File: src/rtl/mips_ctrl_pkg.sv
// Shared encodings for the multicycle MIPS control FSM and the datapath muxes it drives.
package mips_ctrl_pkg;

  typedef enum logic [3:0] {
    S_FETCH     = 4'h0,
    S_DECODE    = 4'h1,
    S_MEM_ADDR  = 4'h2,
    S_MEM_READ  = 4'h3,
    S_MEM_WB    = 4'h4,
    S_MEM_WRITE = 4'h5,
    S_EXEC_R    = 4'h6,
    S_R_WB      = 4'h7,
    S_EXEC_I    = 4'h8,
    S_I_WB      = 4'h9,
    S_BRANCH    = 4'hA,
    S_JUMP      = 4'hB,
    S_JAL       = 4'hC,
    S_JR        = 4'hD,
    S_HALT      = 4'hF
  } state_e;

  localparam logic [5:0] OP_RTYPE = 6'b000000;
  localparam logic [5:0] OP_LW    = 6'b100011;
  localparam logic [5:0] OP_SW    = 6'b101011;
  localparam logic [5:0] OP_J     = 6'b000010;
  localparam logic [5:0] OP_JAL   = 6'b000011;
  localparam logic [5:0] OP_BNE   = 6'b000101;
  localparam logic [5:0] OP_XORI  = 6'b001110;
  localparam logic [5:0] OP_ADDI  = 6'b001000;

  localparam logic [5:0] FN_ADD = 6'b100000;
  localparam logic [5:0] FN_SUB = 6'b100010;
  localparam logic [5:0] FN_SLT = 6'b101010;
  localparam logic [5:0] FN_JR  = 6'b001000;

  localparam logic [2:0] ALU_ADD = 3'b000;
  localparam logic [2:0] ALU_SUB = 3'b001;
  localparam logic [2:0] ALU_XOR = 3'b010;
  localparam logic [2:0] ALU_SLT = 3'b011;

  localparam logic [1:0] PC_SRC_ALU    = 2'b00;
  localparam logic [1:0] PC_SRC_ALUOUT = 2'b01;
  localparam logic [1:0] PC_SRC_JUMP   = 2'b10;
  localparam logic [1:0] PC_SRC_REGA   = 2'b11;

  localparam logic [1:0] REG_DST_RD = 2'b00;
  localparam logic [1:0] REG_DST_RT = 2'b01;
  localparam logic [1:0] REG_DST_RA = 2'b10;

  localparam logic [1:0] M2R_ALU = 2'b00;
  localparam logic [1:0] M2R_MEM = 2'b01;
  localparam logic [1:0] M2R_PC  = 2'b10;

  localparam logic       ALUA_PC   = 1'b0;
  localparam logic       ALUA_REGA = 1'b1;

  localparam logic [1:0] ALUB_IMM     = 2'b00;
  localparam logic [1:0] ALUB_REGB    = 2'b01;
  localparam logic [1:0] ALUB_FOUR    = 2'b10;
  localparam logic [1:0] ALUB_IMM_SH2 = 2'b11;

endpackage

File: src/rtl/ctrl_decode.sv
// Combinational state-to-control decoder; pc_we in BRANCH is the only term that looks at zero.
module ctrl_decode
  import mips_ctrl_pkg::*;
(
  input  logic [3:0] state_i,
  input  logic [5:0] opcode_i,
  input  logic [5:0] funct_i,
  input  logic       zero_i,
  output logic       ir_we_o,
  output logic       pc_we_o,
  output logic [1:0] pc_src_o,
  output logic       mem_we_o,
  output logic       iord_o,
  output logic       reg_we_o,
  output logic [1:0] reg_dst_o,
  output logic [1:0] mem_to_reg_o,
  output logic       alu_src_a_o,
  output logic [1:0] alu_src_b_o,
  output logic [2:0] alu_cmd_o
);

  always_comb begin
    // NOTE: every output gets a default first so no path through the case infers a latch.
    ir_we_o      = 1'b0;
    pc_we_o      = 1'b0;
    pc_src_o     = PC_SRC_ALU;
    mem_we_o     = 1'b0;
    iord_o       = 1'b0;
    reg_we_o     = 1'b0;
    reg_dst_o    = REG_DST_RD;
    mem_to_reg_o = M2R_ALU;
    alu_src_a_o  = ALUA_PC;
    alu_src_b_o  = ALUB_IMM;
    alu_cmd_o    = ALU_ADD;

    case (state_e'(state_i))
      S_FETCH: begin
        ir_we_o     = 1'b1;
        pc_we_o     = 1'b1;
        alu_src_b_o = ALUB_FOUR;
      end
      S_DECODE: alu_src_b_o = ALUB_IMM_SH2;
      S_MEM_ADDR: alu_src_a_o = ALUA_REGA;
      S_MEM_READ: iord_o = 1'b1;
      S_MEM_WB: begin
        reg_we_o     = 1'b1;
        reg_dst_o    = REG_DST_RT;
        mem_to_reg_o = M2R_MEM;
      end
      S_MEM_WRITE: begin
        iord_o   = 1'b1;
        mem_we_o = 1'b1;
      end
      S_EXEC_R: begin
        alu_src_a_o = ALUA_REGA;
        alu_src_b_o = ALUB_REGB;
        case (funct_i)
          FN_SUB:  alu_cmd_o = ALU_SUB;
          FN_SLT:  alu_cmd_o = ALU_SLT;
          default: alu_cmd_o = ALU_ADD;
        endcase
      end
      S_R_WB: reg_we_o = 1'b1;
      S_EXEC_I: begin
        alu_src_a_o = ALUA_REGA;
        alu_cmd_o   = (opcode_i == OP_XORI) ? ALU_XOR : ALU_ADD;
      end
      S_I_WB: begin
        reg_we_o  = 1'b1;
        reg_dst_o = REG_DST_RT;
      end
      S_BRANCH: begin
        alu_src_a_o = ALUA_REGA;
        alu_src_b_o = ALUB_REGB;
        alu_cmd_o   = ALU_SUB;
        pc_src_o    = PC_SRC_ALUOUT;
        pc_we_o     = ~zero_i;
      end
      S_JUMP: begin
        pc_we_o  = 1'b1;
        pc_src_o = PC_SRC_JUMP;
      end
      S_JAL: begin
        pc_we_o      = 1'b1;
        pc_src_o     = PC_SRC_JUMP;
        reg_we_o     = 1'b1;
        reg_dst_o    = REG_DST_RA;
        mem_to_reg_o = M2R_PC;
      end
      S_JR: begin
        pc_we_o  = 1'b1;
        pc_src_o = PC_SRC_REGA;
      end
      default: ;
    endcase
  end

endmodule

File: src/rtl/multicycle_control_fsm.sv
// Multicycle MIPS control FSM: state register, next-state decode and retired counter.
// Optional ILLEGAL_TRAP_EN: unsupported codes park in HALT and expose an illegal output.
module multicycle_control_fsm
  import mips_ctrl_pkg::*;
#(
  parameter int CNT_W = 32
) (
  input  logic             clk,
  input  logic             reset,
  input  logic [5:0]       opcode,
  input  logic [5:0]       funct,
  input  logic             zero,
  output logic             ir_we,
  output logic             pc_we,
  output logic [1:0]       pc_src,
  output logic             mem_we,
  output logic             iord,
  output logic             reg_we,
  output logic [1:0]       reg_dst,
  output logic [1:0]       mem_to_reg,
  output logic             alu_src_a,
  output logic [1:0]       alu_src_b,
  output logic [2:0]       alu_cmd,
  output logic [3:0]       state,
`ifdef ILLEGAL_TRAP_EN
  output logic             illegal,
`endif
  output logic [CNT_W-1:0] retired
);

`ifdef ILLEGAL_TRAP_EN
  localparam state_e ILLEGAL_NEXT = S_HALT;
`else
  localparam state_e ILLEGAL_NEXT = S_FETCH;
`endif
  localparam logic [CNT_W-1:0] CNT_ONE = {{(CNT_W-1){1'b0}}, 1'b1};

  state_e           state_q, state_d;
  logic [CNT_W-1:0] retired_q, retired_d;
  logic             ir_we_raw, pc_we_raw, mem_we_raw, reg_we_raw;

  always_comb begin
    state_d = S_FETCH;
    case (state_q)
      S_FETCH: state_d = S_DECODE;
      S_DECODE: begin
        case (opcode)
          OP_LW, OP_SW:     state_d = S_MEM_ADDR;
          OP_ADDI, OP_XORI: state_d = S_EXEC_I;
          OP_BNE:           state_d = S_BRANCH;
          OP_J:             state_d = S_JUMP;
          OP_JAL:           state_d = S_JAL;
          OP_RTYPE: begin
            case (funct)
              FN_ADD, FN_SUB, FN_SLT: state_d = S_EXEC_R;
              FN_JR:                  state_d = S_JR;
              default:                state_d = ILLEGAL_NEXT;
            endcase
          end
          default: state_d = ILLEGAL_NEXT;
        endcase
      end
      S_MEM_ADDR: state_d = (opcode == OP_SW) ? S_MEM_WRITE : S_MEM_READ;
      S_MEM_READ: state_d = S_MEM_WB;
      S_EXEC_R:   state_d = S_R_WB;
      S_EXEC_I:   state_d = S_I_WB;
`ifdef ILLEGAL_TRAP_EN
      S_HALT:     state_d = S_HALT;
`endif
      default:    state_d = S_FETCH;
    endcase
  end

  // Every clocked entry into FETCH marks a completed instruction, NOPs included.
  always_comb begin
    retired_d = retired_q;
    if (state_d == S_FETCH) retired_d = retired_q + CNT_ONE;
  end

  // NOTE: state registers use non-blocking assignments so all flops update together at the edge.
  always_ff @(posedge clk or posedge reset) begin
    if (reset) begin
      state_q   <= S_FETCH;
      retired_q <= '0;
    end else begin
      state_q   <= state_d;
      retired_q <= retired_d;
    end
  end

  ctrl_decode u_decode (
    .state_i      (state_q),
    .opcode_i     (opcode),
    .funct_i      (funct),
    .zero_i       (zero),
    .ir_we_o      (ir_we_raw),
    .pc_we_o      (pc_we_raw),
    .pc_src_o     (pc_src),
    .mem_we_o     (mem_we_raw),
    .iord_o       (iord),
    .reg_we_o     (reg_we_raw),
    .reg_dst_o    (reg_dst),
    .mem_to_reg_o (mem_to_reg),
    .alu_src_a_o  (alu_src_a),
    .alu_src_b_o  (alu_src_b),
    .alu_cmd_o    (alu_cmd)
  );

  // FETCH normally drives ir_we/pc_we, so enables are masked while reset is held.
  assign ir_we   = ir_we_raw  & ~reset;
  assign pc_we   = pc_we_raw  & ~reset;
  assign mem_we  = mem_we_raw & ~reset;
  assign reg_we  = reg_we_raw & ~reset;
  assign state   = state_q;
  assign retired = retired_q;
`ifdef ILLEGAL_TRAP_EN
  assign illegal = (state_q == S_HALT);
`endif

endmodule

File: config.mk
export PLATFORM = sky130hd
export DESIGN_NAME = multicycle_control_fsm
export DESIGN_NICKNAME = d
export VERILOG_FILES = /design/src/rtl/mips_ctrl_pkg.sv /design/src/rtl/ctrl_decode.sv /design/src/rtl/multicycle_control_fsm.sv
export SDC_FILE = /design/constraint.sdc
export NUM_CORES = 1
export LEC_CHECK = 0
export CAP_MARGIN = 10
export CORE_MARGIN = 5
export CORE_UTILIZATION = 25
export CTS_CLUSTER_DIAMETER = 50
export DETAILED_ROUTE_END_ITERATION = 12
export GPL_TIMING_DRIVEN = 0
export MAX_ROUTING_LAYER = met4
export PLACE_DENSITY_LB_ADDON = 0.15
export SKIP_CTS_REPAIR_TIMING = 1
export SYNTH_ARGS = -nofsm -noshare
export SYNTH_HDL_FRONTEND = slang
export SYNTH_HIERARCHICAL = 1
export SYNTH_SLANG_ARGS = --single-unit
File: constraint.sdc
create_clock -name clk -period 2.65 [get_ports clk]
set_input_delay 0.6625 -clock clk [delete_from_list [all_inputs] [get_ports clk]]
set_output_delay 0.6625 -clock clk [all_outputs]
set_load 0.005 [all_outputs]
* After elaboration in Yosys (flattened, before gate mapping)
Cells that the tools add are included.
** Cells by class
- Reduce and logical (&&, ||, !) cells :: 13
- Multiplexer cells :: 17
- Equality and inequality tests :: 24
- Add/subtract/negate cells :: 1
- Bitwise operators :: 6
** Operator list (number)
- 4-bit one-hot mux with 6 select lines :: 2
- 32-bit by 1-bit adder with 32-bit output (second input constant) :: 1
- 6-bit == test (second input constant) :: 5
- 4-bit == test (second input constant) :: 6
- 6-bit by 4-bit == test with 1-bit output (second input constant) :: 3
- 4-bit by 3-bit == test with 1-bit output (second input constant) :: 4
- 6-bit by 2-bit == test with 1-bit output (second input constant) :: 2
- 2-bit one-hot mux with 2 select lines :: 3
- 2-bit one-hot mux with 3 select lines :: 2
- 2-bit OR reduction :: 6
- 4-bit OR reduction :: 3
- 3-bit one-hot mux with 3 select lines :: 1
- 4-bit by 2-bit == test with 1-bit output (second input constant) :: 2
- 4-bit zero test :: 2
- 4-bit one-hot mux with 2 select lines :: 1
- 6-bit by 3-bit == test with 1-bit output (second input constant) :: 1
- 6-bit zero test :: 1
- 1-bit two-way mux :: 5
- 1-bit AND :: 4
- 4-bit by 1-bit == test with 1-bit output (second input constant) :: 1
- 3-bit two-way mux :: 1
- 3-bit OR reduction :: 1
- 2-bit two-way mux :: 1
- 1-bit NOT :: 2
- 1-bit one-hot mux with 2 select lines :: 1
** Word-level totals
- Input bits :: 15
- Bits in registers :: 36
- Word-level logic and storage cells :: 63
- Output and inout port bits :: 53

* Logic depth before layout (Yosys ltp)
- Depth in word-level cells :: 6
- Gate-level depth with buffers :: 9

* Hierarchy
The synthesis kept the hierarchy.
** By module, submodules not included
- multicycle_control_fsm :: instances 1, area each 2031.9 µm², sequential area each 900.9 µm², cells each 203
- ctrl_decode :: instances 1, area each 307.8 µm², sequential area each 0.0 µm², cells each 47

* Least setup slack after synthesis
No wires, ideal clock.
- Path kind :: input to register
- Start point :: in opcode[3]
- End point :: reg retired_q[30] (netlist: retired[30])
- Buffers on the path :: 1
- Arrival :: 2.131 ns
- Cell stages on the path :: 7
- Slack :: 0.395 ns
- Cell sequence :: buf_2 -> or4_4 -> nor3_2 -> nor3b_1 -> a22o_4 -> and3_1 -> xor2_1
** On the way
- Longest elaborated chain between the ends :: 5
** RTL lines
- from (decl) :: line multicycle_control_fsm.sv:10 : input logic [5:0] opcode,
- 6-bit by 4-bit == test with 1-bit output (tied with other cells) :: line multicycle_control_fsm.sv:47 : case (opcode)
- 2-bit OR reduction :: line multicycle_control_fsm.sv:47
- 4-bit one-hot mux with 6 select lines :: line multicycle_control_fsm.sv:47
- 4-bit one-hot mux with 6 select lines * :: line multicycle_control_fsm.sv:44 : case (state_q)
- 4-bit zero test * :: line multicycle_control_fsm.sv:77 : if (state_d == S_FETCH) retired_d = retired_q + CNT_ONE;
- to (signal assigned) :: line multicycle_control_fsm.sv:87 : retired_q <= retired_d;
- to (decl) :: line multicycle_control_fsm.sv:39 : logic [CNT_W-1:0] retired_q, retired_d;
Every way passes the cells marked *; elsewhere a longest branch is shown, timed or not.
A chain may end at the register's enable or synchronous reset.

* Worst setup path in the final report
- Start point :: in opcode[0]
- End point :: reg retired_q[28] (netlist: retired[28])
The elaborated chain is that of the path after synthesis.

==> results.json <==
{
  "die-area_mm2": 0.0114,
  "synth_top_area_share_pct": 38.5,
  "final_cells": 446,
  "cap_violations": 0,
  "ios": 68,
  "gp_congestion": 0.772,
  "die_width_um": 107,
  "cts_root_buffer": "clkbuf_8",
  "ys_ff_latch": 36,
  "routed_wl_um": 6540,
  "crit_type": "in2reg",
  "max_slew_margin_pct": 47.9,
  "synth_area_leader_cell": "dfrtp_1",
  "power_density_mw_per_mm2": 572,
  "setup_viol": 0,
  "gr-total-overflow": 0,
  "syn_area_per_cell_um2": 9.36,
  "tns_ns": 0,
  "cp.arrival_ns": 2.77,
  "fin_crit_sh_pct": 96.7,
  "clk_path_buf_depth": 2,
  "antennaDiodeCount": 0,
  "drt_iter0_drc": 79,
  "yosys.cell_types.count": 50,
  "finalPower_mw": 1.93,
  "status": "finished, final reports clean",
  "startpoint_type": "primary input",
  "drcViolationCount": 0,
  "drive_above_1_share_pct": 17.3,
  "cts_tree": "done",
  "cts.sinks": 36,
  "dieHeight_um": 107,
  "hold_viol": 0,
  "fin_util_pct": 36.7,
  "syn_area_mm2": 0.00234,
  "dpl.cell_count": 427,
  "start_util_pct": 25.4,
  "htreeDepth": 2,
  "reg2reg_slack_ns": 0.46,
  "hold_path.class": "reg2reg",
  "crit_required_ns": 2.86,
  "row_count": 35,
  "grt_pass1_wl_um": 10400,
  "yosysWarnings": 6,
  "numPortBuffers": 66,
  "area_growth_pct": 44.4,
  "synth_most_common_cell": "dfrtp_1",
  "via_count": 2132,
  "clk_pin_slew_ns": 0.07,
  "hpwl_um": 4710,
  "core-area_mm2": 0.00920,
  "avgViaCountPerCell": 4.78,
  "grt_pass1_vias": 2008,
  "synth_common_cells": "36 x dfrtp_1, 31 x xnor2_1, 19 x nand3_1",
  "yosys-top-cells-area": "dfrtp_1 39%, xnor2_1 12%, nand3_1 4.1%, and3_1 3.5%, nand4_1 3.5%",
  "antenna_found_initial": 0,
  "p_leak_nw": 1.39,
  "ys.flop_type": "dfrtp_1",
  "synth.net_count": 266,
  "period_minus_slack_ns": 2.56,
  "worstSkewPairLatency_ns": 0.29,
  "synth-edff-count": 0,
  "worst_pin_slew_ns": 0.780,
  "max_freq_mhz": 390,
  "wl_per_cell_um": 14.7,
  "critPathMaxFanout": 10,
  "worstSetupEndpointType": "register",
  "cts_buffers": 5,
  "finClkSkew_ns": 0.00755,
  "ant_nets": 0,
  "peakVddDrop_v": 0.000346,
  "synth_cells": 250,
  "async_flop_share_pct": 100,
  "grt_max_degree": 37,
  "nets": 351,
  "synth_seq_area_share_pct": 38.5,
  "dr.pass1.iters": 4,
  "grt_use_total_pct": 11.5,
  "report.final.slew_viol_count": 0
}
## worst max-delay path, stage by stage
cell and delay, ns:
clkdlybuf4s50_1 0.54, buf_6 0.17, and4bb_2 0.25, nor2_1 0.05, a21oi_1 0.14, o211ai_1 0.11, buf_4 0.16, a22o_4 0.28
buf_6 0.16, nand4_1 0.12, xnor2_1 0.12
## metrics by stage
| step | area (µm²) | worst slack [ns] | hold slack (ns) |
|---|---|---|---|
| 4_1_cts | 3220 | -0.493 | 0.488 |
| 6_report | 3380 | 0.0873 | 0.477 |
| 3_5_place_dp | 3140 | -0.494 | 0.464 |
| 2_1_floorplan | 2340 | 0.395 | 0.468 |
| 3_3_place_gp | 3140 | -0.481 | 0.474 |
| 5_1_grt | 3380 | -0.0205 | 0.506 |
## registers in the layout, summed over array words and instances, names as in the netlist
name,flops
state,4
retired,32
## per-layer routing
metal | part of all wire (%) | GRT usage, % | up-vias
li1 | - | - | 1068
met1 | 50 | 16.2 | 1014
met2 | 45 | 17.4 | 44
met3 | 3.7 | 2.05 | 6
met4 | 0.93 | 2.47 | 0
met5 | 0 | - | -
## area by class of cell
| cell class | instances | area, µm² |
|---|---|---|
| Clock buffer | 6 | 72.6 |
| Multi-Input combinational cell | 195 | 1360 |
| Inverter | 4 | 15.0 |
| Sequential cell | 36 | 906 |
| Timing Repair Buffer | 78 | 763 |
| Clock inverter | 1 | 5.00 |
| Buffer | 15 | 119 |
| Tap cell | 111 | 139 |
| Fill cell | 970 | 5820 |
## path summary, 6_finish.rpt
path / cells past startpoint / to / start
max: 11 / retired[28]$_DFFE_PP0N_ / opcode[0]
min reg2reg: 1 / retired[31]$_DFFE_PP0N_ / retired[31]$_DFFE_PP0N_
min: 1 / retired[31]$_DFFE_PP0N_ / retired[31]$_DFFE_PP0N_
max in group asynchronous: 2 / state[3]$_DFF_PP0_ / reset
max reg2reg: 7 / retired[26]$_DFFE_PP0N_ / retired[2]$_DFFE_PP0N_
min in group asynchronous: 2 / state[2]$_DFF_PP0_ / reset
## cell usage in the layout, fill, tap and decap left out, drive strengths merged, types with 11 or more instances in the layout
cell type,Yosys,layout
clkdlybuf4s50,0,58
nand2,13,13
nand4,15,15
nor3,11,11
nor2,12,12
and3,13,13
xnor2,31,31
dfrtp,36,36
buf,11,27
nand3,19,19
## cells by family after synthesis
logic type,count (synthesis),synth area share [%]
AO/OA/AOI/OAI,27,7.97
XOR/XNOR,34,12.7
adder cells (fa/ha/maj),1,0.535
buffers and inverters,19,4.71
flip-flops,36,38.5
multiplexers,5,2.30
other,1,0.160
AND/OR/NAND/NOR,127,33.1
## power by group
| part | total, mW | switching [mW] | internal (mW) |
|---|---|---|---|
| clock network | 0.373 | 0.194 | 0.179 |
| registers | 0.687 | 0.0741 | 0.613 |
| logic | 0.874 | 0.448 | 0.426 |
| total | 1.93 | 0.715 | 1.22 |
Note: power is estimated with default switching activity, not from simulation.
